<file path="src/rtl/serial_arith_pkg.sv">
// Shared definitions for the bit-serial arithmetic blocks: FSM state encoding
// and default operand width.
package serial_arith_pkg;

    typedef enum logic [1:0] {
        ST_IDLE  = 2'd0,
        ST_SHIFT = 2'd1,
        ST_DONE  = 2'd2
    } state_t;

    localparam int unsigned DEFAULT_WIDTH = 8;

endpackage

</file>
<file path="src/rtl/full_subtractor.sv">
// Combinational 1-bit subtractor slice: d = x - y - bin, with borrow-out.
module full_subtractor (
    input  logic x,
    input  logic y,
    input  logic bin,
    output logic d,
    output logic bout
);

    always_comb begin
        d    = x ^ y ^ bin;
        bout = (~x & y) | (~(x ^ y) & bin);
    end

endmodule

</file>
<file path="src/rtl/serial_subtractor.sv">
// Bit-serial WIDTH-bit subtractor (diff = a - b - bin), LSB first, with
// valid/ready handshakes on operands and result.
module serial_subtractor
    import serial_arith_pkg::*;
#(
    parameter int unsigned WIDTH = DEFAULT_WIDTH
) (
    input  logic             clk,
    input  logic             rst,
    input  logic             in_valid,
    output logic             in_ready,
    input  logic [WIDTH-1:0] a,
    input  logic [WIDTH-1:0] b,
    input  logic             bin,
    output logic             out_valid,
    input  logic             out_ready,
    output logic [WIDTH-1:0] diff,
    output logic             bout,
    output logic             busy
);

    localparam int unsigned CNT_W = $clog2(WIDTH);
    localparam logic [CNT_W-1:0] LAST_BIT = CNT_W'(WIDTH - 1);

    state_t           r_state;
    state_t           w_next_state;
    logic [CNT_W-1:0] r_cnt;
    logic [WIDTH-1:0] r_a;
    logic [WIDTH-1:0] r_b;
    logic [WIDTH-1:0] r_diff;
    logic             r_br;
    logic             r_bout;
    logic             w_d;
    logic             w_br_next;
    logic             w_last;

    full_subtractor u_slice (
        .x    (r_a[0]),
        .y    (r_b[0]),
        .bin  (r_br),
        .d    (w_d),
        .bout (w_br_next)
    );

    assign w_last = (r_cnt == LAST_BIT);

    always_comb begin
        w_next_state = r_state;
        in_ready     = 1'b0;
        out_valid    = 1'b0;
        busy         = 1'b0;
        case (r_state)
            ST_IDLE: begin
                in_ready = 1'b1;
                if (in_valid) w_next_state = ST_SHIFT;
            end
            ST_SHIFT: begin
                busy = 1'b1;
                if (w_last) w_next_state = ST_DONE;
            end
            ST_DONE: begin
                busy      = 1'b1;
                out_valid = 1'b1;
                if (out_ready) w_next_state = ST_IDLE;
            end
            default: w_next_state = ST_IDLE;
        endcase
    end

    always_ff @(posedge clk) begin
        if (rst) begin
            r_state <= ST_IDLE;
            r_cnt   <= '0;
            r_a     <= '0;
            r_b     <= '0;
            r_diff  <= '0;
            r_br    <= 1'b0;
            r_bout  <= 1'b0;
        end else begin
            r_state <= w_next_state;
            case (r_state)
                ST_IDLE: begin
                    if (in_valid) begin
                        r_a    <= a;
                        r_b    <= b;
                        r_br   <= bin;
                        r_cnt  <= '0;
                        r_diff <= '0;
                    end
                end
                ST_SHIFT: begin
                    r_a    <= {1'b0, r_a[WIDTH-1:1]};
                    r_b    <= {1'b0, r_b[WIDTH-1:1]};
                    r_diff <= {w_d, r_diff[WIDTH-1:1]};
                    r_br   <= w_br_next;
                    // Hold the counter at the terminal value so it never wraps.
                    if (w_last) begin
                        r_bout <= w_br_next;
                    end else begin
                        r_cnt <= r_cnt + 1'b1;
                    end
                end
                default: ;
            endcase
        end
    end

    assign diff = r_diff;
    assign bout = r_bout;

endmodule

</file>
<file path="config.mk">
export PLATFORM = sky130hd
export DESIGN_NAME = serial_subtractor
export DESIGN_NICKNAME = d
export VERILOG_FILES = /design/src/rtl/serial_arith_pkg.sv /design/src/rtl/full_subtractor.sv /design/src/rtl/serial_subtractor.sv
export SDC_FILE = /design/constraint.sdc
export NUM_CORES = 1
export LEC_CHECK = 0
export ABC_AREA = 1
export BUFFER_PORTS_ARGS = -buffer_cell sky130_fd_sc_hd__buf_2
export CORE_MARGIN = 2
export CORE_UTILIZATION = 48
export CTS_BUF_LIST = sky130_fd_sc_hd__clkbuf_8
export DETAILED_ROUTE_END_ITERATION = 12
export PLACE_DENSITY_LB_ADDON = 0.08
export SETUP_SLACK_MARGIN = 0.05
export SLEW_MARGIN = 20
export SYNTH_ARGS = -nofsm -noshare
export SYNTH_HDL_FRONTEND = slang
export SYNTH_SLANG_ARGS = --single-unit
</file>
<file path="constraint.sdc">
create_clock -name clk -period 1.8 [get_ports clk]
set_clock_uncertainty 0.05 [all_clocks]
set_input_delay 0.36 -clock clk [delete_from_list [all_inputs] [get_ports clk]]
set_output_delay 0.36 -clock clk [all_outputs]
set_load 0.02 [all_outputs]
</file>
# Word level (Yosys, flattened, before mapping)
# Index checks and enable logic that the tools add are counted.
[word_totals] register_bits=31 wordCells=47 out_inout_bits=12
[op_classes] reduce_logical=7 n_addsub=1 n_mux=18 eq_ne=7 bitwise=7
[op_table] operator="$pmux W8 S2" n=3
[op_table] operator="$mux W8" n=3
[op_table] operator="$ne A2 B2 Y1 const B" n=4
[op_table] operator="$mux W2" n=3
[op_table] operator="$mux W3" n=2
[op_table] operator="$pmux W2 S3" n=1
[op_table] operator="$pmux W3 S2" n=1
[op_table] operator="$reduce_and A3 Y1" n=2
[op_table] operator="$mux W1" n=4
[op_table] operator="$reduce_and A2 Y1" n=2
[op_table] operator="$add A3 B1 Y3 const B" n=1
[op_table] operator="$eq A3 B3 Y1 const B" n=1
[op_table] operator="$and A1 B1 Y1" n=2
[op_table] operator="$eq A2 B1 Y1 const B" n=1
[op_table] operator="$eq A2 B2 Y1 const B" n=1
[op_table] operator="$logic_not A2 Y1" n=1
[op_table] operator="$not A1 Y1" n=2
[op_table] operator="$pmux W1 S2" n=1
[op_table] operator="$reduce_bool A2 Y1" n=1
[op_table] operator="$reduce_or A2 Y1" n=1
[op_table] operator="$xor A1 B1 Y1" n=2
[op_table] operator="$or A1 B1 Y1" n=1

# Longest topological paths before layout
[logic_depth] depth_word=5 ltp_mapped=9

# Cells and area by module
# From an unflattened synthesis, not the netlist that was laid out.
[unflattened] hier_cells=213 area_unflattened_um2=1468.9
[by_module_without_submodules] mod="serial_subtractor" cells_each=209 area_each_um2=1437.6 n_inst=1 seq_area_each_um2=620.6
[by_module_without_submodules] mod="full_subtractor" cells_each=4 area_each_um2=31.3 n_inst=1 seq_area_each_um2=0.0

# Least setup slack after synthesis
# Ideal clock, no wire load.
[synth_path] kind="register to register" from="reg r_state[0]" to="reg r_a[3]" setup_time_ns=0.113 synth_period_minus_slack_ns=1.483 n_path_buf=2 path_stages_with_launch=10 slack_ns=0.317 arrival_ns=1.319 cell_sequence="dfxtp_1 > inv_1 > ha_1 > buf_6 > inv_2 > nand2_2 > nand2_4 > buf_6 > o21ai_1 > nor2_1"
[synth_between] elab_chain_len=3 elab_cells_between_ends=6 cone_classes="eq/ne: 2; mux: 1; reduce/logical: 3"
[synth_lines] element="from (decl)" line="serial_subtractor.sv:25" rtl="state_t r_state;"
[synth_lines] element="from (signal assigned)" line="serial_subtractor.sv:80" rtl="r_state <= w_next_state;"
[synth_lines] element="$eq A2 B1 Y1 or $logic_not A2 Y1 (tied branches)" line="serial_subtractor.sv:81" rtl="case (r_state)"
[synth_lines] element="$reduce_bool A2 Y1 (no source line) or $ne A2 B2 Y1 (tied branches)"
[synth_lines] element="$reduce_and A2 Y1 (no source line)"
[synth_lines] element="to (signal assigned)" line="serial_subtractor.sv:92" rtl="r_a <= {1'b0, r_a[WIDTH-1:1]};"
[synth_lines] element="to (decl)" line="serial_subtractor.sv:28" rtl="logic [WIDTH-1:0] r_a;"
# Parallel ways exist; a longest one is shown, timed or not.
# A chain may end at the register's enable or synchronous reset.

# Worst setup path in the final report
[layout_path] from="reg r_state[0]" to="out in_ready"
[layout_between] elab_chain_len=2
[layout_lines] element="$logic_not A2 Y1" line="serial_subtractor.sv:52" rtl="case (r_state)"
[layout_lines] element="$mux W1" line="serial_subtractor.sv:52"
[layout_lines] element="to (decl)" line="serial_subtractor.sv:11" rtl="output logic in_ready,"
# No other way between the ends.

==> summary.txt <==
P&R area growth vs syn -> 15.5%
# Post-CTS Setup Buffers -> 0
asr flop ratio synth -> 0
first-pass GRT wire length -> 5050 um
Via density -> 4.87
Commonest cells post-synth -> 76 x nand2_1, 34 x nor2_1, 31 x dfxtp_1
Worst Path Arrival -> 1.20 ns
Synth area leaders -> dfxtp_1 41%, nand2_1 19%, nor2_1 8.4%
Crit-path slowest cell -> dfxtp_1
Core Rows -> 20
Die Area -> 3620 um2
Setup violations, final -> 0
clk buf depth -> 2
Total GRT Usage -> 0.188
R2R depth -> 7
Pwr Total -> 2.90 mW
Tightest Hold Check Type -> in -> reg
hold path cells -> 3
Fmax achieved -> 0.620 GHz
dominant cell type by area after synthesis -> dfxtp_1
Worst Path Max Fanout -> 9
CORE AREA -> 3030 um2
number of global-route vias before repair -> 1252
fin crit share -> 0.897
via count -> 1399
R2R Path Start -> r_state[1]$_SDFFE_PP0P_
Post-Syn Area -> 1510 um2
DR WL/cell -> 10.6 um
unrepaired setup endpoints after global routing -> true
cts bufs inserted -> 5
Hold EP -> r_a[7]$_SDFFE_PP0P_
Yosys top cell area share -> 0.410
leakage power -> 0.835 nW
Final Max Tran Viols -> 0
Startpoint Class -> flip-flop
initial antenna violation count -> 0
largest family of logic cells by synthesized area -> simple AND/OR/NAND/NOR gates
TritonCTS sink count -> 31
DR DRC count -> 0
diodes inserted -> 0
H-tree level count -> 2
mean post-synth cell area -> 7.17 um2
EDFF count, synth -> 0
1st-iter DRT viols -> 86
clk root buf -> clkbuf_8
Least-Margin Pin Slew -> 0.413 ns
Antenna Nets Post-Route -> 0
Largest stage delay, worst path -> 0.33 ns
IR drop worst, VDD -> 1.42 mV
CTS tree -> done
Tmin final -> 1.61 ns
Seq cells post-synth -> 31
mux contribution to synthesized area -> 0
MaxCap Viol Count -> 0
Post-layout nets -> 270
status -> finished clean
worst-path cell chain -> inv_1 > ha_4 > buf_2
dpl hpwl -> 2180 um
WP data required -> 1.39 ns
I/O Buffers -> 32
simple-gate share of the synthesized area -> 0.323
fraction of the mapped netlist area in adder cells -> 0.0629
relative slew slack -> 0.724
r2r endpoint -> diff[6]$_SDFFE_PP0P_
clk_lat worst skew -> 0.27 ns
layout cell share with drive strength beyond 1 -> 0.206
FF-to-FF setup slack -> 0.22 ns
WS Path Type -> reg -> out
largest net degree at the start of global routing -> 26
die height -> 60.1 um
Mapped Nets -> 239
Reg clk slew, reported paths -> 0.06 ns
GPL Wtd Cong -> 0.765
sequential share of the synthesized area -> 0.410
Final Hold Fails -> 0
GRT overflow -> 0
Util after Layout -> 0.577
crit end category -> output pin
TNS Setup -> 0 ns
num ports -> 33
final WL -> 3060 um
Starting Density -> 0.500
drt pass-1 iters -> 4
Syn Inst Count -> 211
ys flop type -> dfxtp_1
library cells used by synthesis -> 20
XOR/XNOR share of the synthesized area -> 0
Horiz. Die Dim -> 60.1 um
Synth Area in Compound Gates -> 0.117
hold_buf cts -> 0
count leader, synth -> nand2_1
Synth Warn # -> 0
Hold Startpoint -> a[7]
power density cells -> 1660 nW/um2
[through the flow]
stage | worst slack [ns] | hold WS (ns) | std cells | cell area [um2]
global placement | 0.195 | 0.402 | 279 | 1650
finish | 0.186 | 0.325 | 287 | 1750
CTS | 0.0707 | 0.319 | 287 | 1740
floorplan | 0.317 | 0.379 | 211 | 1510
global route | 0.0442 | 0.320 | 287 | 1750
detailed placement | 0.102 | 0.405 | 279 | 1650
[report_power, final]
group | switching [mW] | internal [mW]
sequential | 0.0949 | 0.877
combinational | 0.965 | 0.466
clock | 0.239 | 0.259
total | 1.30 | 1.60
[final cells by class]
cell class / count / area (um2)
clock buffers: 5 / 68.8
clock inverters: 3 / 12.5
fillers: 301 / 1280
multi-input cells: 159 / 773
repair buffers: 34 / 175
well taps: 44 / 55.1
flip-flops and latches: 31 / 621
inverters: 11 / 41.3
[worst max path at each step]
stage | to | depth (start not counted) | slack (ns) | startpoint
final | in_ready | 3 | 0.19 | r_state[0]$_SDFFE_PP0P_
after CTS | in_ready | 3 | 0.07 | r_state[1]$_SDFFE_PP0P_
after detailed placement | r_a[0]$_SDFFE_PP0P_ | 7 | 0.10 | r_state[1]$_SDFFE_PP0P_
after global routing | diff[6]$_SDFFE_PP0P_ | 7 | 0.04 | r_state[1]$_SDFFE_PP0P_
after floorplan | r_a[3]$_SDFFE_PP0P_ | 9 | 0.32 | r_state[0]$_SDFFE_PP0P_
after global placement | r_a[0]$_SDFFE_PP0P_ | 7 | 0.20 | r_state[0]$_SDFFE_PP0P_
[metal layers]
| layer | track usage | up-vias | wire length (um) | share of wire |
|---|---|---|---|---|
| met4 | 0.0698 | 0 | 6 | 0.0020 |
| li1 | - | 720 | - | - |
| met2 | 0.314 | 29 | 1480 | 0.48 |
| met1 | 0.228 | 648 | 1430 | 0.47 |
| met3 | 0.0519 | 2 | 135 | 0.044 |
| met5 | 0 | - | 0 | 0 |
[logic make-up (layout without fill, tap and decap cells)]
family,after synthesis,in the layout
buffers and inverters,21,53
AOI/OAI and AO/OA,31,31
adders and majority gates,7,7
and+or+nand+nor,121,121
DFF,31,31
[state kept, by name (all words and copies together), names as in the netlist]
name and flops:
bout 1, r_b 8, r_cnt 3, diff 8, r_state 2, r_a 8, r_br 1
[cell usage in the layout, fill, tap and decap left out]
master,synthesis,layout
a21oi_1,14,14
a21oi_4,1,1
buf_2,0,32
buf_4,2,2
clkbuf_8,0,5
clkinv_2,0,1
dfxtp_1,31,31
fa_1,1,1
ha_1,6,5
ha_4,0,1
inv_1,7,9
inv_2,4,4
nand2_1,76,76
nand2_2,1,1
nand2_4,2,2
nand3_1,3,3
nand4_1,4,4
nor2_1,34,34
o21ai_0,5,5
o21ai_1,10,10
o21ai_4,1,1
or2_1,1,1
[repair_timing]
action,in CTS,in global routing
setup endpoints to repair,1,1
resized for setup,1,1
hold endpoints to repair,0,0
[worst max-delay path, delay by kind of cell, from the launching register on]
kind / cells / cell delay, ns
flip-flops: 1 / 0.33
adder cells (fa/ha/maj): 1 / 0.26
buffers and inverters: 2 / 0.34
Power figures use the tool's default switching activity.
